[src/rtl/key_pkg.sv]
// Shared FSM state encoding and default 50 MHz timing for the key event path.
package key_pkg;

    typedef enum logic [2:0] {
        IDLE        = 3'd0,
        PRESS_DEB   = 3'd1,
        HELD        = 3'd2,
        LONG_HELD   = 3'd3,
        RELEASE_DEB = 3'd4
    } key_state_e;

    localparam int unsigned DEF_SAMPLE_DIV     = 5000;  // 100 us at 50 MHz
    localparam int unsigned DEF_STABLE_SAMPLES = 4;
    localparam int unsigned DEF_LONG_TICKS     = 10000; // 1 s
    localparam int unsigned DEF_REPEAT_TICKS   = 2000;  // 200 ms
    localparam int unsigned DEF_ACTIVE_LOW     = 1;

endpackage

[src/rtl/key_sample_tick.sv]
// Free-running divider producing a one-cycle sample tick every SAMPLE_DIV clocks.
module key_sample_tick
    import key_pkg::*;
#(
    parameter int unsigned SAMPLE_DIV = DEF_SAMPLE_DIV
) (
    input  logic sys_clk,
    input  logic sys_rst,
    output logic tick
);

    localparam int unsigned DW = (SAMPLE_DIV > 1) ? $clog2(SAMPLE_DIV) : 1;

    logic [DW-1:0] div_q;

    assign tick = (div_q == DW'(SAMPLE_DIV - 1));

    // Count 0..SAMPLE_DIV-1 and wrap on the tick cycle.
    always_ff @(posedge sys_clk or negedge sys_rst) begin
        if (!sys_rst) begin
            div_q <= '0;
        end else if (tick) begin
            div_q <= '0;
        end else begin
            div_q <= div_q + DW'(1);
        end
    end

endmodule

[src/rtl/key_event_decoder.sv]
// Debounces a raw key pin and decodes press/release/click/long/repeat one-cycle events.
module key_event_decoder
    import key_pkg::*;
#(
    parameter int unsigned SAMPLE_DIV     = DEF_SAMPLE_DIV,
    parameter int unsigned STABLE_SAMPLES = DEF_STABLE_SAMPLES,
    parameter int unsigned LONG_TICKS     = DEF_LONG_TICKS,
    parameter int unsigned REPEAT_TICKS   = DEF_REPEAT_TICKS,
    parameter int unsigned ACTIVE_LOW     = DEF_ACTIVE_LOW
) (
    input  logic sys_clk,
    input  logic sys_rst,
    input  logic key_level,
    output logic key_pressed,
    output logic press_pulse,
    output logic release_pulse,
    output logic click_pulse,
    output logic long_pulse,
    output logic repeat_pulse
);

    localparam int unsigned DEB_W  = $clog2(STABLE_SAMPLES + 1);
    localparam int unsigned HOLD_W = $clog2(LONG_TICKS + 1);
    localparam int unsigned REP_W  = $clog2(REPEAT_TICKS + 1);
    localparam logic        INACTIVE = (ACTIVE_LOW != 0) ? 1'b1 : 1'b0;

    logic              tick;
    logic [1:0]        sync_q;
    logic              act;
    key_state_e        state_q, state_d;
    logic [DEB_W-1:0]  deb_q, deb_d, deb_inc;
    logic [HOLD_W-1:0] hold_q, hold_d, hold_inc;
    logic [REP_W-1:0]  rep_q, rep_d;
    logic              long_flag_q, long_flag_d;
    logic              kp_q, kp_d;
    logic              press_q, press_d, release_q, release_d, click_q, click_d;
    logic              long_q, long_d, repeat_q, repeat_d;
    logic              accept_press, accept_release, start_release;

    key_sample_tick #(
        .SAMPLE_DIV(SAMPLE_DIV)
    ) u_tick (
        .sys_clk(sys_clk),
        .sys_rst(sys_rst),
        .tick   (tick)
    );

    // Two-flop synchronizer, reset to the released pin level.
    always_ff @(posedge sys_clk or negedge sys_rst) begin
        if (!sys_rst) begin
            sync_q <= {2{INACTIVE}};
        end else begin
            sync_q <= {sync_q[0], key_level};
        end
    end

    assign act      = sync_q[1] ^ INACTIVE;
    assign deb_inc  = deb_q + DEB_W'(1);
    assign hold_inc = hold_q + HOLD_W'(1);

    // Next-state, counters and pulse decisions; only tick cycles move the FSM.
    always_comb begin
        state_d        = state_q;
        deb_d          = deb_q;
        hold_d         = hold_q;
        rep_d          = rep_q;
        long_flag_d    = long_flag_q;
        kp_d           = kp_q;
        press_d        = 1'b0;
        release_d      = 1'b0;
        click_d        = 1'b0;
        long_d         = 1'b0;
        repeat_d       = 1'b0;
        accept_press   = 1'b0;
        accept_release = 1'b0;
        start_release  = 1'b0;

        if (tick) begin
            unique case (state_q)
                IDLE: begin
                    if (act) begin
                        if (STABLE_SAMPLES == 1) begin
                            accept_press = 1'b1;
                        end else begin
                            state_d = PRESS_DEB;
                            deb_d   = DEB_W'(1);
                        end
                    end
                end
                PRESS_DEB: begin
                    if (!act) begin
                        state_d = IDLE;
                    end else if (deb_inc == DEB_W'(STABLE_SAMPLES)) begin
                        accept_press = 1'b1;
                    end else begin
                        deb_d = deb_inc;
                    end
                end
                HELD: begin
                    if (!act) begin
                        start_release = 1'b1;
                    end else begin
                        hold_d = hold_inc;
                        if (hold_inc == HOLD_W'(LONG_TICKS - 1)) begin
                            state_d     = LONG_HELD;
                            long_d      = 1'b1;
                            long_flag_d = 1'b1;
                            rep_d       = '0;
                        end
                    end
                end
                LONG_HELD: begin
                    if (!act) begin
                        start_release = 1'b1;
                    end else if (rep_q == REP_W'(REPEAT_TICKS - 1)) begin
                        repeat_d = 1'b1;
                        rep_d    = '0;
                    end else begin
                        rep_d = rep_q + REP_W'(1);
                    end
                end
                RELEASE_DEB: begin
                    // Counters stay frozen so a bounce resumes the hold where it left off.
                    if (act) begin
                        state_d = long_flag_q ? LONG_HELD : HELD;
                    end else if (deb_inc == DEB_W'(STABLE_SAMPLES)) begin
                        accept_release = 1'b1;
                    end else begin
                        deb_d = deb_inc;
                    end
                end
                default: state_d = IDLE;
            endcase

            if (start_release) begin
                if (STABLE_SAMPLES == 1) begin
                    accept_release = 1'b1;
                end else begin
                    state_d = RELEASE_DEB;
                    deb_d   = DEB_W'(1);
                end
            end
            if (accept_press) begin
                state_d     = HELD;
                press_d     = 1'b1;
                kp_d        = 1'b1;
                hold_d      = '0;
                long_flag_d = 1'b0;
            end
            if (accept_release) begin
                state_d   = IDLE;
                release_d = 1'b1;
                click_d   = !long_flag_q;
                kp_d      = 1'b0;
            end
        end
    end

    // State, counters and registered outputs.
    always_ff @(posedge sys_clk or negedge sys_rst) begin
        if (!sys_rst) begin
            state_q     <= IDLE;
            deb_q       <= '0;
            hold_q      <= '0;
            rep_q       <= '0;
            long_flag_q <= 1'b0;
            kp_q        <= 1'b0;
            press_q     <= 1'b0;
            release_q   <= 1'b0;
            click_q     <= 1'b0;
            long_q      <= 1'b0;
            repeat_q    <= 1'b0;
        end else begin
            state_q     <= state_d;
            deb_q       <= deb_d;
            hold_q      <= hold_d;
            rep_q       <= rep_d;
            long_flag_q <= long_flag_d;
            kp_q        <= kp_d;
            press_q     <= press_d;
            release_q   <= release_d;
            click_q     <= click_d;
            long_q      <= long_d;
            repeat_q    <= repeat_d;
        end
    end

    assign key_pressed   = kp_q;
    assign press_pulse   = press_q;
    assign release_pulse = release_q;
    assign click_pulse   = click_q;
    assign long_pulse    = long_q;
    assign repeat_pulse  = repeat_q;

endmodule

[config.mk]
export PLATFORM = sky130hd
export DESIGN_NAME = key_event_decoder
export DESIGN_NICKNAME = d
export VERILOG_FILES = /design/src/rtl/key_pkg.sv /design/src/rtl/key_sample_tick.sv /design/src/rtl/key_event_decoder.sv
export SDC_FILE = /design/constraint.sdc
export NUM_CORES = 1
export LEC_CHECK = 0
export ABC_AREA = 1
export CORE_ASPECT_RATIO = 1.5
export CORE_UTILIZATION = 47
export DETAILED_ROUTE_END_ITERATION = 8
export PLACE_DENSITY = 0.68
export SETUP_SLACK_MARGIN = 0.02
export SLEW_MARGIN = 20
export SYNTH_ARGS = -nofsm -noshare
export SYNTH_HDL_FRONTEND = slang
export SYNTH_HIERARCHICAL = 1
export SYNTH_SLANG_ARGS = --single-unit
[constraint.sdc]
create_clock -name sys_clk -period 6.4 [get_ports sys_clk]
set_clock_uncertainty 0.15 [all_clocks]
set_input_delay 1.28 -clock sys_clk [delete_from_list [all_inputs] [get_ports sys_clk]]
set_output_delay 1.28 -clock sys_clk [all_outputs]
set_load 0.005 [all_outputs]
* Word-level counts from Yosys, hierarchy flattened
Index checks and enable logic that the tools add are counted.
** Word-level totals
- Register bits after elaboration :: 53
- Input port bits :: 3
- Output and inout bits :: 6
- Logic and storage cells :: 106
** Operators by class
- Add/sub/neg operators :: 4
- Equality and inequality tests :: 21
- Muxes and demuxes :: 54
- Reductions and logical operators :: 14
** Operator list (number)
- $mux W11 :: 4
- $mux W14 :: 3
- $mux W3 :: 12
- $mux W1 :: 31
- $ne A5 B5 Y1 const B :: 5
- $pmux W11 S2 :: 1
- $pmux W3 S5 :: 1
- $add A14 B1 Y14 const B :: 1
- $eq A14 B14 Y1 const B :: 1
- $add A13 B1 Y13 const B :: 1
- $eq A13 B13 Y1 const B :: 1
- $mux W13 :: 1
- $add A11 B1 Y11 const B :: 1
- $eq A11 B11 Y1 const B :: 1
- $reduce_and A5 Y1 :: 2
- $ne A3 B3 Y1 const B :: 3
- $pmux W3 S3 :: 1
- $reduce_bool A2 Y1 :: 4
- $reduce_and A7 Y1 :: 1
- $eq A3 B2 Y1 const B :: 2
- $eq A3 B3 Y1 const B :: 2
- $ne A2 B2 Y1 const B :: 3
- $ne A4 B4 Y1 const B :: 1
- $reduce_and A4 Y1 :: 1
- other kinds (9) :: 9

* Longest topological paths before layout
- Depth after elaboration :: 8
- Gate-level depth with buffers :: 15

* Hierarchy
The synthesis kept the hierarchy.
** By module, submodules not included
- key_event_decoder :: instances 1, cells each 311, area an instance 2382.3 µm², seq. area each 1003.5 µm²
- key_sample_tick :: instances 1, cells each 102, area an instance 753.2 µm², seq. area each 325.3 µm²

* Least setup slack after synthesis
No wires, ideal clock.
- Kind :: register to register
- Start :: reg u_tick.div_q[1]
- End :: reg hold_q[11]
- Setup time :: 0.134 ns
- Arrival :: 1.991 ns
- Data required time :: 6.116 ns
- Slack :: 4.125 ns
- Stages on the path, launching flop included :: 12
- Path buffers :: 1
- Cells stage by stage :: dfrtp_1 -> ha_1 -> nand2_2 -> nor2_1 -> nand3_1 -> inv_1 -> inv_1 -> nor2_1 -> inv_1 -> nor2_1 -> buf_2 -> o22ai_1
** Between the ends
- Word-level cells in the longest chain between the ends :: 2
** RTL lines
- start, declared :: line key_sample_tick.sv:14 : logic [DW-1:0] div_q;
- start signal, assigned :: line key_sample_tick.sv:25 : div_q <= div_q + DW'(1);
- $eq A13 B13 Y1 :: line key_sample_tick.sv:16 : assign tick = (div_q == DW'(SAMPLE_DIV - 1));
- via tick :: line key_event_decoder.sv:27 : logic tick;
- $reduce_and A3 Y1 (no line)
- end signal, assigned :: line key_event_decoder.sv:176 : hold_q <= hold_d;
- end, declared :: line key_event_decoder.sv:32 : logic [HOLD_W-1:0] hold_q, hold_d, hold_inc;
The timed path passes the listed nets, and every way through them passes these cells.
A chain may end at the register's enable or synchronous reset.

* Worst setup path in the final report
- Start :: reg u_tick.div_q[1]
- End :: reg long_flag_q
** Between the ends
- Word-level cells in the longest chain between the ends :: 2
** RTL lines
- $eq A13 B13 Y1 :: line key_sample_tick.sv:16
- via tick :: line key_event_decoder.sv:27
- $reduce_and A4 Y1 (no line)
- end signal, assigned :: line key_event_decoder.sv:178 : long_flag_q <= long_flag_d;
- end, declared :: line key_event_decoder.sv:34 : logic long_flag_q, long_flag_d;
The timed path passes the listed nets, and every way through them passes these cells.

==> flow_metrics.py <==
metrics = {
    "run_status": {
        "outcome": "complete, no violations",
    },
    "die": {
        "io_pins": 9,
        "die_h_um": 102,
        "fp.dieW_um": 68.7,
        "core_region_area_um2": 6490,
        "die-area_um2": 7010,
        "start_util": 0.483,
        "rows": 36,
    },
    "logic_synthesis": {
        "ys_ff_latch": 53,
        "seq_area_frac_synth": 0.424,
        "synth-edff-count": 0,
        "avgSynthCellArea_um2": 7.59,
        "ys_top_cells_by_count": "nand2_1, inv_1, dfrtp_1, nor2_1, nand3_1",
        "synth_top_cell_area_share": 0.407,
        "synth_xor_area_frac": 0.0140,
        "syn_inst": 413,
        "yosysTopAreaCell": "dfrtp_1",
        "synth_top_family_by_area": "simple AND/OR/NAND/NOR gates",
        "synth_nets": 422,
        "synth_compound_area_frac": 0.0914,
        "yosysWarnings": 6,
        "synthesis.area_um2": 3140,
        "yosys.area_share.simple": 0.354,
        "yosys.cell_count.top_type": "nand2_1",
        "synth_cell_types": 33,
        "synthMuxAreaShare": 0.00359,
        "synth-async-reset-ratio": 1.00,
        "synthAdderAreaFrac": 0.0239,
        "synth-main-ff-cell": "dfrtp_1",
        "synth.area.top_cells": "dfrtp_1, nand2_1, inv_1",
    },
    "pwr": {
        "vdd_drop_max_uv": 98.9,
        "p_total_mw": 0.547,
        "leakage_nw": 1.52,
        "power.density_nw_per_um2": 163,
    },
    "cells_and_area": {
        "fill_cells": 665,
        "drive_gt1_frac": 0.127,
        "nets": 433,
        "diodes": 0,
        "synthToLayoutAreaGrowth_pct": 7.38,
        "final_core_util": 0.519,
        "final_area_um2": 3370,
    },
    "worst_setup_path": {
        "critPathMaxStageDelay_ns": 0.79,
        "critPathRequiredTime_ns": 6.49,
        "crit_chain": "ha_1 > nand2_2 > nor2_1 > nand3_1 > inv_1 > inv_1 > nor2_1 > inv_1 > nor2_1 > nand3_1 > a21oi_1",
        "end_kind": "flop",
        "critPathLaunchType": "flop",
        "cp_num_buf_inv": 3,
        "cp_max_fo": 14,
        "cp_top_family": "simple AND/OR/NAND/NOR gates",
        "critPathKind": "flop to flop",
        "arrival_ns": 3.25,
        "crit_slowest_cell": "nor2_1",
    },
    "timing": {
        "layout_setup_ws_ns": 3.24,
        "drv_slew": 0,
        "relSlewSlack": 0.330,
        "hold_viol": 0,
        "tightest_slew_ns": 1.00,
        "rsz0062_at_grt": "false",
        "setup_viol": 0,
        "clock.fmax_mhz": 317,
        "finalSetupTns_ns": 0,
        "timing.final.crit_share": 0.493,
        "finalCriticalPeriod_ns": 3.16,
    },
    "grt": {
        "grt_pass1_vias": 2433,
        "grt_pass1_wl_um": 10600,
        "grtUsageTotal": 0.201,
        "antenna_found_initial": 0,
        "grt_remaining_overflow": 0,
        "grt_max_degree": 54,
    },
    "detailed_routing": {
        "drtIter0Drc": 181,
        "postRouteAntennaNets": 0,
        "drc": 0,
        "vias": 2602,
        "wirelength_um": 6320,
        "via_per_inst": 5.19,
        "drt-wirelength-per-cell_um": 12.6,
        "dr.pass1.iters": 4,
    },
    "clock_tree": {
        "clk_pin_slew_ns": 0.10,
        "cts_setup_buffers": 0,
        "clock_latency_ns": 0.31,
        "cts_made_buffers": 5,
        "postCtsHoldBufs": 0,
        "cts_num_sinks": 53,
        "htree_num_levels": 2,
        "cts_tree": "done",
        "clock_path_buffers": 2,
        "post_cts_resized": 0,
        "cts-root-buf": "clkbuf_8",
    },
    "placed_design": {
        "port_buffers": 8,
        "pre_cts_ws_ns": 3.31,
        "post_dp_cell_area_um2": 3270,
        "hpwlAfterDp_um": 4630,
        "finalWeightedCongestion": 0.861,
    },
    "worst_hold_path": {
        "hp-class": "flop to flop",
    },
    "job": {
        "cap_violations": 0,
    },
}
[worst paths after layout]
kind                                  from           to  slack [ns]  cells past startpoint
max in group asynchronous          sys_rst  key_pressed        4.71                      2
hold / removal                   sync_q[0]    sync_q[1]        0.22                      0
min in group asynchronous          sys_rst    hold_q[7]        0.91                      2
setup reg to reg           u_tick/div_q[1]  long_flag_q        3.24                     11
setup / recovery           u_tick/div_q[1]  long_flag_q        3.24                     11
hold reg to reg                  sync_q[0]    sync_q[1]        0.22                      0
[state kept, by name, indices dropped and copies added (netlist names), 2 cells and up]
register,count
sync_q,2
rep_q,11
hold_q,14
deb_q,3
state_q,3
u_tick/div_q,13
[worst register-to-register path: cells and delay by family (launching register included)]
kind | cells | cell delay (ns)
adder cells (fa/ha/maj) | 1 | 0.26
buffers and inverters | 3 | 0.39
AO/OA/AOI/OAI | 1 | 0.15
flip-flops | 1 | 0.37
AND/OR/NAND/NOR | 6 | 1.75
[per-layer routing]
layer,global-route usage,vias to the layer above,share of wire,wire (um)
li1,-,1348,-,-
met1,0.228,1210,0.43,2730
met2,0.366,33,0.53,3350
met3,0.0279,11,0.019,118
met4,0.0816,0,0.019,120
met5,0,-,0,0
[cell type report]
type | count | area, um^2 | area share
inverter | 63 | 236 | 0.0702
clock buffer | 6 | 82.6 | 0.0245
tap | 76 | 95.1 | 0.0282
multi-input combinational | 292 | 1530 | 0.454
clock inverter | 2 | 13.8 | 0.00409
sequential | 53 | 1330 | 0.395
timing repair buffer | 9 | 82.6 | 0.0245
[cell families (layout without fill, tap and decap cells)]
family	Yosys count	after routing
AO/OA/AOI/OAI	43	43
XOR/XNOR	5	5
adder cells (fa/ha/maj)	6	6
buffers and inverters	68	80
flip-flops	53	53
multiplexers	1	1
AND/OR/NAND/NOR	237	237
[through the flow]
step	hold slack [ns]	cells
finish	0.221	501
detailed placement	0.207	493
global route	0.224	501
floorplan	0.195	413
CTS	0.222	501
global placement	0.206	493
[where the power goes]
group | switching, mW | leakage, nW | internal [mW]
clock | 0.115 | 0.0512 | 0.0880
sequential | 0.000831 | 0.719 | 0.336
combinational | 0.00646 | 0.753 | 0.00122
[cells in the final DEF, fill, tap and decap left out, types with 9 or more instances in the layout]
cell       n
nand4_1   10
nor2_1    43
nand3_1   36
o21ai_2   11
inv_1     62
nand2_1  107
a21oi_1   10
dfrtp_1   51
o22ai_1   11
nand2_2    9
Power figures use the tool's default switching activity.
